### config.mk
export PLATFORM = sky130hd
export DESIGN_NAME = counter_load_sched
export DESIGN_NICKNAME = d
export VERILOG_FILES = /design/src/rtl/counter_load_sched_pkg.sv /design/src/rtl/counter_load_sched_rr_arbiter.sv /design/src/rtl/counter_load_sched.sv
export SDC_FILE = /design/constraint.sdc
export NUM_CORES = 1
export LEC_CHECK = 0
export ABC_AREA = 1
export CORE_UTILIZATION = 52
export DETAILED_ROUTE_END_ITERATION = 7
export PLACE_DENSITY_LB_ADDON = 0.05
export SETUP_SLACK_MARGIN = 0.02
export SYNTH_ARGS = -nofsm -noshare
export SYNTH_HDL_FRONTEND = slang
export SYNTH_SLANG_ARGS = --single-unit
### constraint.sdc
create_clock -name clk -period 4.7 [get_ports clk]
set_clock_uncertainty 0.15 [all_clocks]
set_input_delay 0.94 -clock clk [delete_from_list [all_inputs] [get_ports clk]]
set_output_delay 0.94 -clock clk [all_outputs]
set_load 0.03 [all_outputs]
### src/rtl/counter_load_sched_pkg.sv
// ============================================================================
// Module   : counter_load_sched_pkg
// Purpose  : Shared constants and FSM encoding for counter_load_sched.
// Revision : 1.0 - initial release
// ============================================================================
`default_nettype none

package counter_load_sched_pkg;

   localparam int         CNT_W   = 4;
   localparam logic [3:0] CNT_MAX = 4'hF;
   localparam int         MAX_REQ = 8;

   localparam logic [1:0] ST_IDLE  = 2'd0;
   localparam logic [1:0] ST_LOAD  = 2'd1;
   localparam logic [1:0] ST_COUNT = 2'd2;
   localparam logic [1:0] ST_DONE  = 2'd3;

   typedef enum logic [1:0] {
      STATE_IDLE  = ST_IDLE,
      STATE_LOAD  = ST_LOAD,
      STATE_COUNT = ST_COUNT,
      STATE_DONE  = ST_DONE
   } state_t;

endpackage

`default_nettype wire

### src/rtl/counter_load_sched_rr_arbiter.sv
// ============================================================================
// Module   : rr_arbiter
// Purpose  : Combinational round-robin pick; search starts at i_ptr and wraps.
// Revision : 1.0 - initial release
// ============================================================================
`default_nettype none

module rr_arbiter #(
   parameter int NUM_REQ = 4,
   parameter int IDX_W   = 2
) (
   input  logic [NUM_REQ-1:0] i_req,
   input  logic [IDX_W-1:0]   i_ptr,
   output logic [NUM_REQ-1:0] o_gnt,
   output logic [IDX_W-1:0]   o_idx
);

   int   w_sel;
   logic w_found;

   always_comb begin
      o_gnt   = '0;
      o_idx   = '0;
      w_found = 1'b0;
      w_sel   = 0;
      for (int i = 0; i < NUM_REQ; i++) begin
         w_sel = int'(i_ptr) + i;
         if (w_sel >= NUM_REQ) begin
            w_sel = w_sel - NUM_REQ;
         end
         if (!w_found && i_req[w_sel]) begin
            w_found      = 1'b1;
            o_idx        = IDX_W'(w_sel);
            o_gnt[w_sel] = 1'b1;
         end
      end
   end

endmodule

`default_nettype wire

### src/rtl/counter_load_sched.sv
// ============================================================================
// Module   : counter_load_sched
// Purpose  : Round-robin scheduler sharing one loadable 4-bit up-counter
//            between NUM_REQ requesters. Optional macro
//            COUNTER_LOAD_SCHED_ABORT_EN lets the granted requester abort.
// Revision : 1.0 - initial release
// ============================================================================
`default_nettype none

module counter_load_sched
   import counter_load_sched_pkg::*;
#(
   parameter int NUM_REQ = 4
) (
   input  logic                     clk,
   input  logic                     reset,
   input  logic [NUM_REQ-1:0]       req_i,
   input  logic [CNT_W*NUM_REQ-1:0] load_val_i,
   output logic [NUM_REQ-1:0]       gnt_o,
   output logic [NUM_REQ-1:0]       done_o,
   output logic                     busy_o,
   output logic [CNT_W-1:0]         count_o
);

   localparam int IDX_W = (NUM_REQ > 1) ? $clog2(NUM_REQ) : 1;

   state_t               r_state;
   state_t               w_state_nxt;
   logic [CNT_W-1:0]     r_cnt;
   logic [CNT_W-1:0]     w_cnt_nxt;
   logic [IDX_W-1:0]     r_idx;
   logic [IDX_W-1:0]     w_idx_nxt;
   logic [IDX_W-1:0]     r_ptr;
   logic [IDX_W-1:0]     w_ptr_nxt;
   logic [IDX_W-1:0]     w_ptr_adv;
   logic [NUM_REQ-1:0]   r_gnt;
   logic [NUM_REQ-1:0]   w_gnt_nxt;
   logic [NUM_REQ-1:0]   w_arb_gnt;
   logic [IDX_W-1:0]     w_arb_idx;
   logic [CNT_W-1:0]     w_load_val;

   rr_arbiter #(
      .NUM_REQ (NUM_REQ),
      .IDX_W   (IDX_W)
   ) u_rr_arbiter (
      .i_req (req_i),
      .i_ptr (r_ptr),
      .o_gnt (w_arb_gnt),
      .o_idx (w_arb_idx)
   );

   assign w_load_val = load_val_i[int'(r_idx)*CNT_W +: CNT_W];
   assign w_ptr_adv  = (r_idx == IDX_W'(NUM_REQ-1)) ? '0 : r_idx + IDX_W'(1);

   always_comb begin
      w_state_nxt = r_state;
      w_cnt_nxt   = r_cnt;
      w_idx_nxt   = r_idx;
      w_ptr_nxt   = r_ptr;
      w_gnt_nxt   = r_gnt;
      case (r_state)
         STATE_IDLE: begin
            if (|w_arb_gnt) begin
               w_idx_nxt   = w_arb_idx;
               w_gnt_nxt   = w_arb_gnt;
               w_state_nxt = STATE_LOAD;
            end
         end
         STATE_LOAD: begin
            w_cnt_nxt   = w_load_val;
            w_state_nxt = STATE_COUNT;
         end
         STATE_COUNT: begin
            // Saturate at CNT_MAX: the counter never wraps back to zero.
            if (r_cnt == CNT_MAX) begin
               w_state_nxt = STATE_DONE;
            end else begin
               w_cnt_nxt = r_cnt + CNT_W'(1);
            end
         end
         STATE_DONE: begin
            w_ptr_nxt   = w_ptr_adv;
            w_state_nxt = STATE_IDLE;
         end
         default: begin
            w_state_nxt = STATE_IDLE;
         end
      endcase
`ifdef COUNTER_LOAD_SCHED_ABORT_EN
      if (((r_state == STATE_LOAD) || (r_state == STATE_COUNT)) && !req_i[r_idx]) begin
         w_cnt_nxt   = r_cnt;
         w_ptr_nxt   = w_ptr_adv;
         w_state_nxt = STATE_IDLE;
      end
`endif
   end

   always_ff @(posedge clk or negedge reset) begin
      if (!reset) begin
         r_state <= STATE_IDLE;
         r_cnt   <= '0;
         r_idx   <= '0;
         r_ptr   <= '0;
         r_gnt   <= '0;
      end else begin
         r_state <= w_state_nxt;
         r_cnt   <= w_cnt_nxt;
         r_idx   <= w_idx_nxt;
         r_ptr   <= w_ptr_nxt;
         r_gnt   <= w_gnt_nxt;
      end
   end

   assign busy_o  = (r_state != STATE_IDLE);
   assign gnt_o   = busy_o ? r_gnt : '0;
   assign done_o  = (r_state == STATE_DONE) ? r_gnt : '0;
   assign count_o = r_cnt;

endmodule

`default_nettype wire

==> impl_metrics.tcl, run 1 <==
set metrics [dict create \
    peakVddDrop_uv 505.3 \
    globalplace.congestion 1.011 \
    drv_cap 0 \
    routed_wl_mm 3.423 \
    slew_violations 0 \
    cts_num_sinks 14 \
    holdWs_ps 363.8 \
    grt_overflow_total 0 \
    final_nets 268 \
    synth-compound-area-share 0.1426 \
    dpl.hpwl_mm 2.649 \
    die_x_um 52.65 \
    die_h_um 52.65 \
    initial_utilization 0.5753 \
    synth_nets 232 \
    finalWorstPathRequiredPeriod_ps 3121 \
    dpl.cell_count 255 \
    rsz0062_at_grt "false" \
    cp-startpoint "r_state[0]" \
    crit_path_start_kind "flip-flop" \
    final_common_cell "nand2_1" \
    design.core.area_um2 2318 \
    drtIter0Drc 57 \
    synth_warnings 0 \
    numPortBuffers 34 \
    crit_path_end "gnt_o[1]" \
    max_stage_delay_ps 690 \
    vias_per_cell 5.560 \
    reg2regPathDepth 13 \
    rr_startpoint "r_ptr[1]" \
    drc_errors 0 \
    grt_pass1_wl_mm 5.678 \
    dieArea_um2 2772 \
    synthTopCellsByArea "dfrtp_1, nand2_1, ha_1" \
    status "finished, final reports clean" \
    wl_per_cell_um 13.22 \
    relSlewSlack 0.5752 \
    fin_cells 259 \
    setup_viol 0 \
    path_clk_slew_ps 80 \
    drt-pass1-iter-count 4 \
    antenna_found_initial 0 \
    ant_nets 0 \
    synth_seq_area_share 0.2627 \
    slowest_stage "clkdlybuf4s50_1" \
    critPathKind "reg -> out" \
    placed_area_um2 1697 \
    clk_latency_ps 290 \
    netlist_area_um2 1334 \
    cts_tree "yes" \
    synthArstFlopShare 1.000 \
    yosysTopAreaCell "dfrtp_1" \
    cellLeakagePower_nw 0.8870 \
    finish.instance_area_um2 1733 \
    cp.arrival_ps 2030 \
    crit_path_cell_trace "inv_1 > ha_1 > nor2_1 > clkdlybuf4s50_1" \
    rows 17 \
    final_cell_mix "nand2_1, clkdlybuf4s50_1, inv_1" \
    vias 1440 \
    synth_top_family_by_area "simple AND/OR/NAND/NOR gates" \
    worstMarginPinSlew_ps 635.2 \
    r2r_end "r_state[0]" \
    hold_buffers 0 \
    cp_top_family "buffers and inverters" \
    grt_pass1_vias 1339 \
    worst-path-stages 4 \
    drive_gt1_frac 0.08658 \
    cts_buffers 3 \
    fmax_ghz 0.3204 \
    syn_area_per_cell_um2 6.805 \
    synth-simple-area-share 0.3799 \
    track_usage 0.2822 \
    synth_cell_types 27 \
    areaGrowthSynthToFinish_pct 29.92 \
    ys_ff_latch 14 \
    synth_edf_count 0 \
    htree_levels 1 \
    cts_resized 0 \
    synth_mux_area_frac 0 \
    post_cts_buffers 0 \
    synth_xor_area_frac 0.006567 \
    synth_fa_ha_area_frac 0.1313 \
    yosys.area.top_type_share 0.2627 \
    cts_root_buf "clkbuf_4" \
    synthFlopType "dfrtp_1" \
    num_io_pins 35 \
    timing.final.crit_share 0.6641 \
    hp-class "reg -> reg" \
    r2r_slack_ps 1940 \
    endpoint_kind "output pin" \
    path_buf_inv 2 \
    powerDensity_nw_per_um2 765.4 \
    worstPathRequired_ps 3610 \
    finalHoldViolations 0 \
    grt_start_max_net_pins 15 \
    diodes 0 \
    path_max_fanout 12 \
    synth_cells 196 \
    tns_ps 0 \
    clockBufferDepth 2 \
]
==> registers in the layout, summed over array words and instances (netlist names) <==
register	count
r_ptr	2
r_idx	2
count_o	4
r_state	2
r_gnt	4
==> synth_stat cells, types with 2 or more instances <==
library cell and instances:
a21boi_0 3, a21oi_1 9, a221o_1 3, a31oi_1 3, clkbuf_1 2, dfrtp_1 14
ha_1 14, inv_1 22, nand2_1 64, nand2_2 4, nand2_4 2, nand3_1 14
nand3_2 3, nand4_1 4, nor2_1 12, nor2_2 4, o21ai_0 8, o22ai_1 2
==> kinds of logic after synthesis <==
logic type      after synthesis
compound gates               31
xor+xnor                      1
fa+ha+maj                    14
buf+inv                      27
flops                        14
simple gates                109
==> report_power, final <==
part / leakage, nW / switching, mW / internal [mW]
logic: 0.696 / 0.617 / 0.351
registers: 0.171 / 0.0864 / 0.183
clock network: 0.0210 / 0.0418 / 0.0472
==> routing by layer <==
layer,global-route usage,part of all wire,wire [um]
met4,0.1053,0.020,70
met2,0.4726,0.45,1548
met3,0.07536,0.089,305
met1,0.3417,0.44,1499
met5,0,0,0
==> area by class of cell <==
class / instances / area, um^2
inverter: 24 / 90.09
fill: 180 / 585.6
multi-input combinational: 155 / 880.8
tap: 28 / 35.03
sequential: 14 / 350.3
timing repair buffer: 34 / 340.3
clock buffer: 4 / 36.28
==> per-stage QoR <==
step,util,worst slack (ps),power (mW)
after global placement,0.7318,1880,1.177
after floorplan,-,2286,0.9537
after detailed placement,0.7318,1763,1.226
final,0.7474,1579,1.326
after global routing,0.7474,1437,1.457
after CTS,0.7474,1568,1.320
==> how the worst min path moves through the flow <==
stage	start	depth (start not counted)	to	slack (ps)
2_1_floorplan	r_gnt[0]	2	r_gnt[0]	310
3_3_place_gp	r_gnt[3]	2	r_gnt[3]	350
3_5_place_dp	r_gnt[2]	2	r_gnt[2]	340
4_1_cts	r_gnt[1]	2	r_gnt[1]	360
5_1_grt	r_gnt[1]	2	r_gnt[1]	390
6_report	r_gnt[1]	2	r_gnt[1]	360
==> worst reg2reg max path, stage by stage, from the launching register on <==
cell and delay (ps):
dfrtp_1 530, inv_1 240, ha_1 420, inv_1 130
nand3_1 100, nand2_1 140, nor2_2 100, a21boi_0 230
nand3_1 140, nor2_2 150, nand3_2 110, nand2_1 120
nand2_1 70, nand2_1 60
Note: power is estimated with default switching activity, not from simulation.
==> run 2, diff against run 1 <==
--- a/config.mk
+++ b/config.mk
@@ -6,7 +6,8 @@
 export NUM_CORES = 1
 export LEC_CHECK = 0
 export ABC_AREA = 1
-export CORE_UTILIZATION = 52
+export CORE_ASPECT_RATIO = 0.5
+export CORE_UTILIZATION = 44
 export DETAILED_ROUTE_END_ITERATION = 7
 export PLACE_DENSITY_LB_ADDON = 0.05
 export SETUP_SLACK_MARGIN = 0.02
==> constraint.sdc (replaced) <==
create_clock -name clk -period 2.8 [get_ports clk]
set_clock_uncertainty 0.15 [all_clocks]
set_input_delay 0.56 -clock clk [delete_from_list [all_inputs] [get_ports clk]]
set_output_delay 0.56 -clock clk [all_outputs]
set_load 0.03 [all_outputs]
==> impl_metrics.tcl, run 2 (synthesis results as in run 1) <==
set metrics [dict create \
    rows 13 \
    drc_errors 0 \
    worstHoldStart "r_gnt[2]" \
    cts_root_buf "clkbuf_8" \
    endpoint_kind "output pin" \
    peakVddDrop_uv 703.4 \
    holdPathStages 2 \
    final_nets 270 \
    rsz0062_at_grt "false" \
    slew_violations 0 \
    holdWs_ps 345.3 \
    rr_startpoint "r_ptr[0]" \
    final_common_cell "nand2_1" \
    relSlewSlack 0.5749 \
    design.core.area_um2 2733 \
    cp.arrival_ps 1850 \
    drtIter0Drc 46 \
    track_usage 0.2228 \
    num_io_pins 35 \
    vias 1394 \
    wl_per_cell_um 12.29 \
    dieArea_um2 3269 \
    tns_ps 0 \
    finalWorstPathRequiredPeriod_ps 2561 \
    reg2regPathDepth 13 \
    cts_tree "yes" \
    ant_nets 0 \
    die_x_um 79.86 \
    powerDensity_nw_per_um2 1277 \
    r2r_slack_ps 380 \
    antenna_found_initial 0 \
    fmax_ghz 0.3904 \
    die_h_um 40.93 \
    status "finished, final reports clean" \
    initial_utilization 0.4881 \
    final.fill_count 268 \
    cts_buffers 3 \
    worstMarginPinSlew_ps 635.6 \
    post-route-util 0.6516 \
    grt_overflow_total 0 \
    drv_cap 0 \
    setup_viol 0 \
    worstPathRequired_ps 2090 \
    drive_gt1_frac 0.09871 \
    grt_start_max_net_pins 15 \
    cellLeakagePower_nw 0.9026 \
    finalHoldViolations 0 \
    grt_pass1_vias 1202 \
    placed_area_um2 1723 \
    diodes 0 \
    critPathKind "reg -> out" \
    finish.instance_area_um2 1780 \
    crit_path_start_kind "flip-flop" \
    clockBufferDepth 2 \
    areaGrowthSynthToFinish_pct 33.49 \
    timing.final.crit_share 0.9148 \
    globalplace.congestion 0.9137 \
    final_cell_mix "nand2_1, clkdlybuf4s50_1, inv_1" \
    vias_per_cell 5.163 \
    path_clk_slew_ps 60 \
    drt-pass1-iter-count 4 \
    r2r_end "r_idx[0]" \
    routed_wl_mm 3.319 \
    grt_pass1_wl_mm 5.313 \
    hp-class "reg -> reg" \
    htree_levels 1 \
    numPortBuffers 34 \
    path_max_fanout 12 \
    hold_end "r_gnt[2]" \
    dpl.hpwl_mm 2.670 \
    clk_latency_ps 250 \
    cts_num_sinks 14 \
]
## run 2: what timing repair did
| item | CTS | global route |
|---|---|---|
| setup endpoints to repair | 0 | 1 |
| hold buffers | 0 | 0 |
| gates resized for setup | 0 | 1 |
| setup buffers | 0 | 0 |
## run 2: per-layer routing
metal	GRT usage	vias to the layer above	part of all wire
met1	0.2556	645	0.46
met2	0.4487	30	0.50
met3	0.04889	2	0.036
li1	-	717	-
met4	0.04911	0	0.0036
met5	0	-	0
## run 2: worst max path at each step
| stage | slack, ps | depth (start not counted) | from | to |
|---|---|---|---|---|
| 2_1_floorplan | 640 | 13 | r_ptr[1] | r_idx[0] |
| 3_3_place_gp | 270 | 14 | req_i[2] | r_idx[0] |
| 3_5_place_dp | 260 | 14 | req_i[2] | r_idx[0] |
| 4_1_cts | 110 | 4 | r_state[0] | gnt_o[0] |
| 5_1_grt | 150 | 13 | r_ptr[1] | r_gnt[0] |
| 6_report | 240 | 4 | r_state[0] | gnt_o[0] |
## run 2: report_power, final
| part | leakage, nW | total, mW | internal [mW] | switching [mW] |
|---|---|---|---|---|
| Sequential | 0.171 | 0.456 | 0.307 | 0.149 |
| Combinational | 0.703 | 1.61 | 0.609 | 1.01 |
| Clock | 0.0288 | 0.203 | 0.125 | 0.0785 |
## run 2: cell type report
type,count,area (um^2),share of cell area
Multi-Input combinational cell,155,883.3,0.4961
Sequential cell,14,350.3,0.1968
Inverter,24,90.09,0.05060
Tap cell,37,46.29,0.02600
Timing Repair Buffer,36,355.3,0.1996
Clock buffer,4,55.05,0.03092
## run 2: critical path: stages, from the launching register on
cell             delay, ps
dfrtp_1                410
inv_1                   80
ha_2                   280
nor2_1                 150
clkdlybuf4s50_1        680
## run 2: per-stage QoR
step	power (mW)	instances	worst slack, ps
global placement	2.037	266	265.6
floorplan	1.601	196	635.8
global route	2.497	270	148.7
detailed placement	2.064	266	255.7
CTS	2.277	270	113.2
finish	2.273	270	238.7
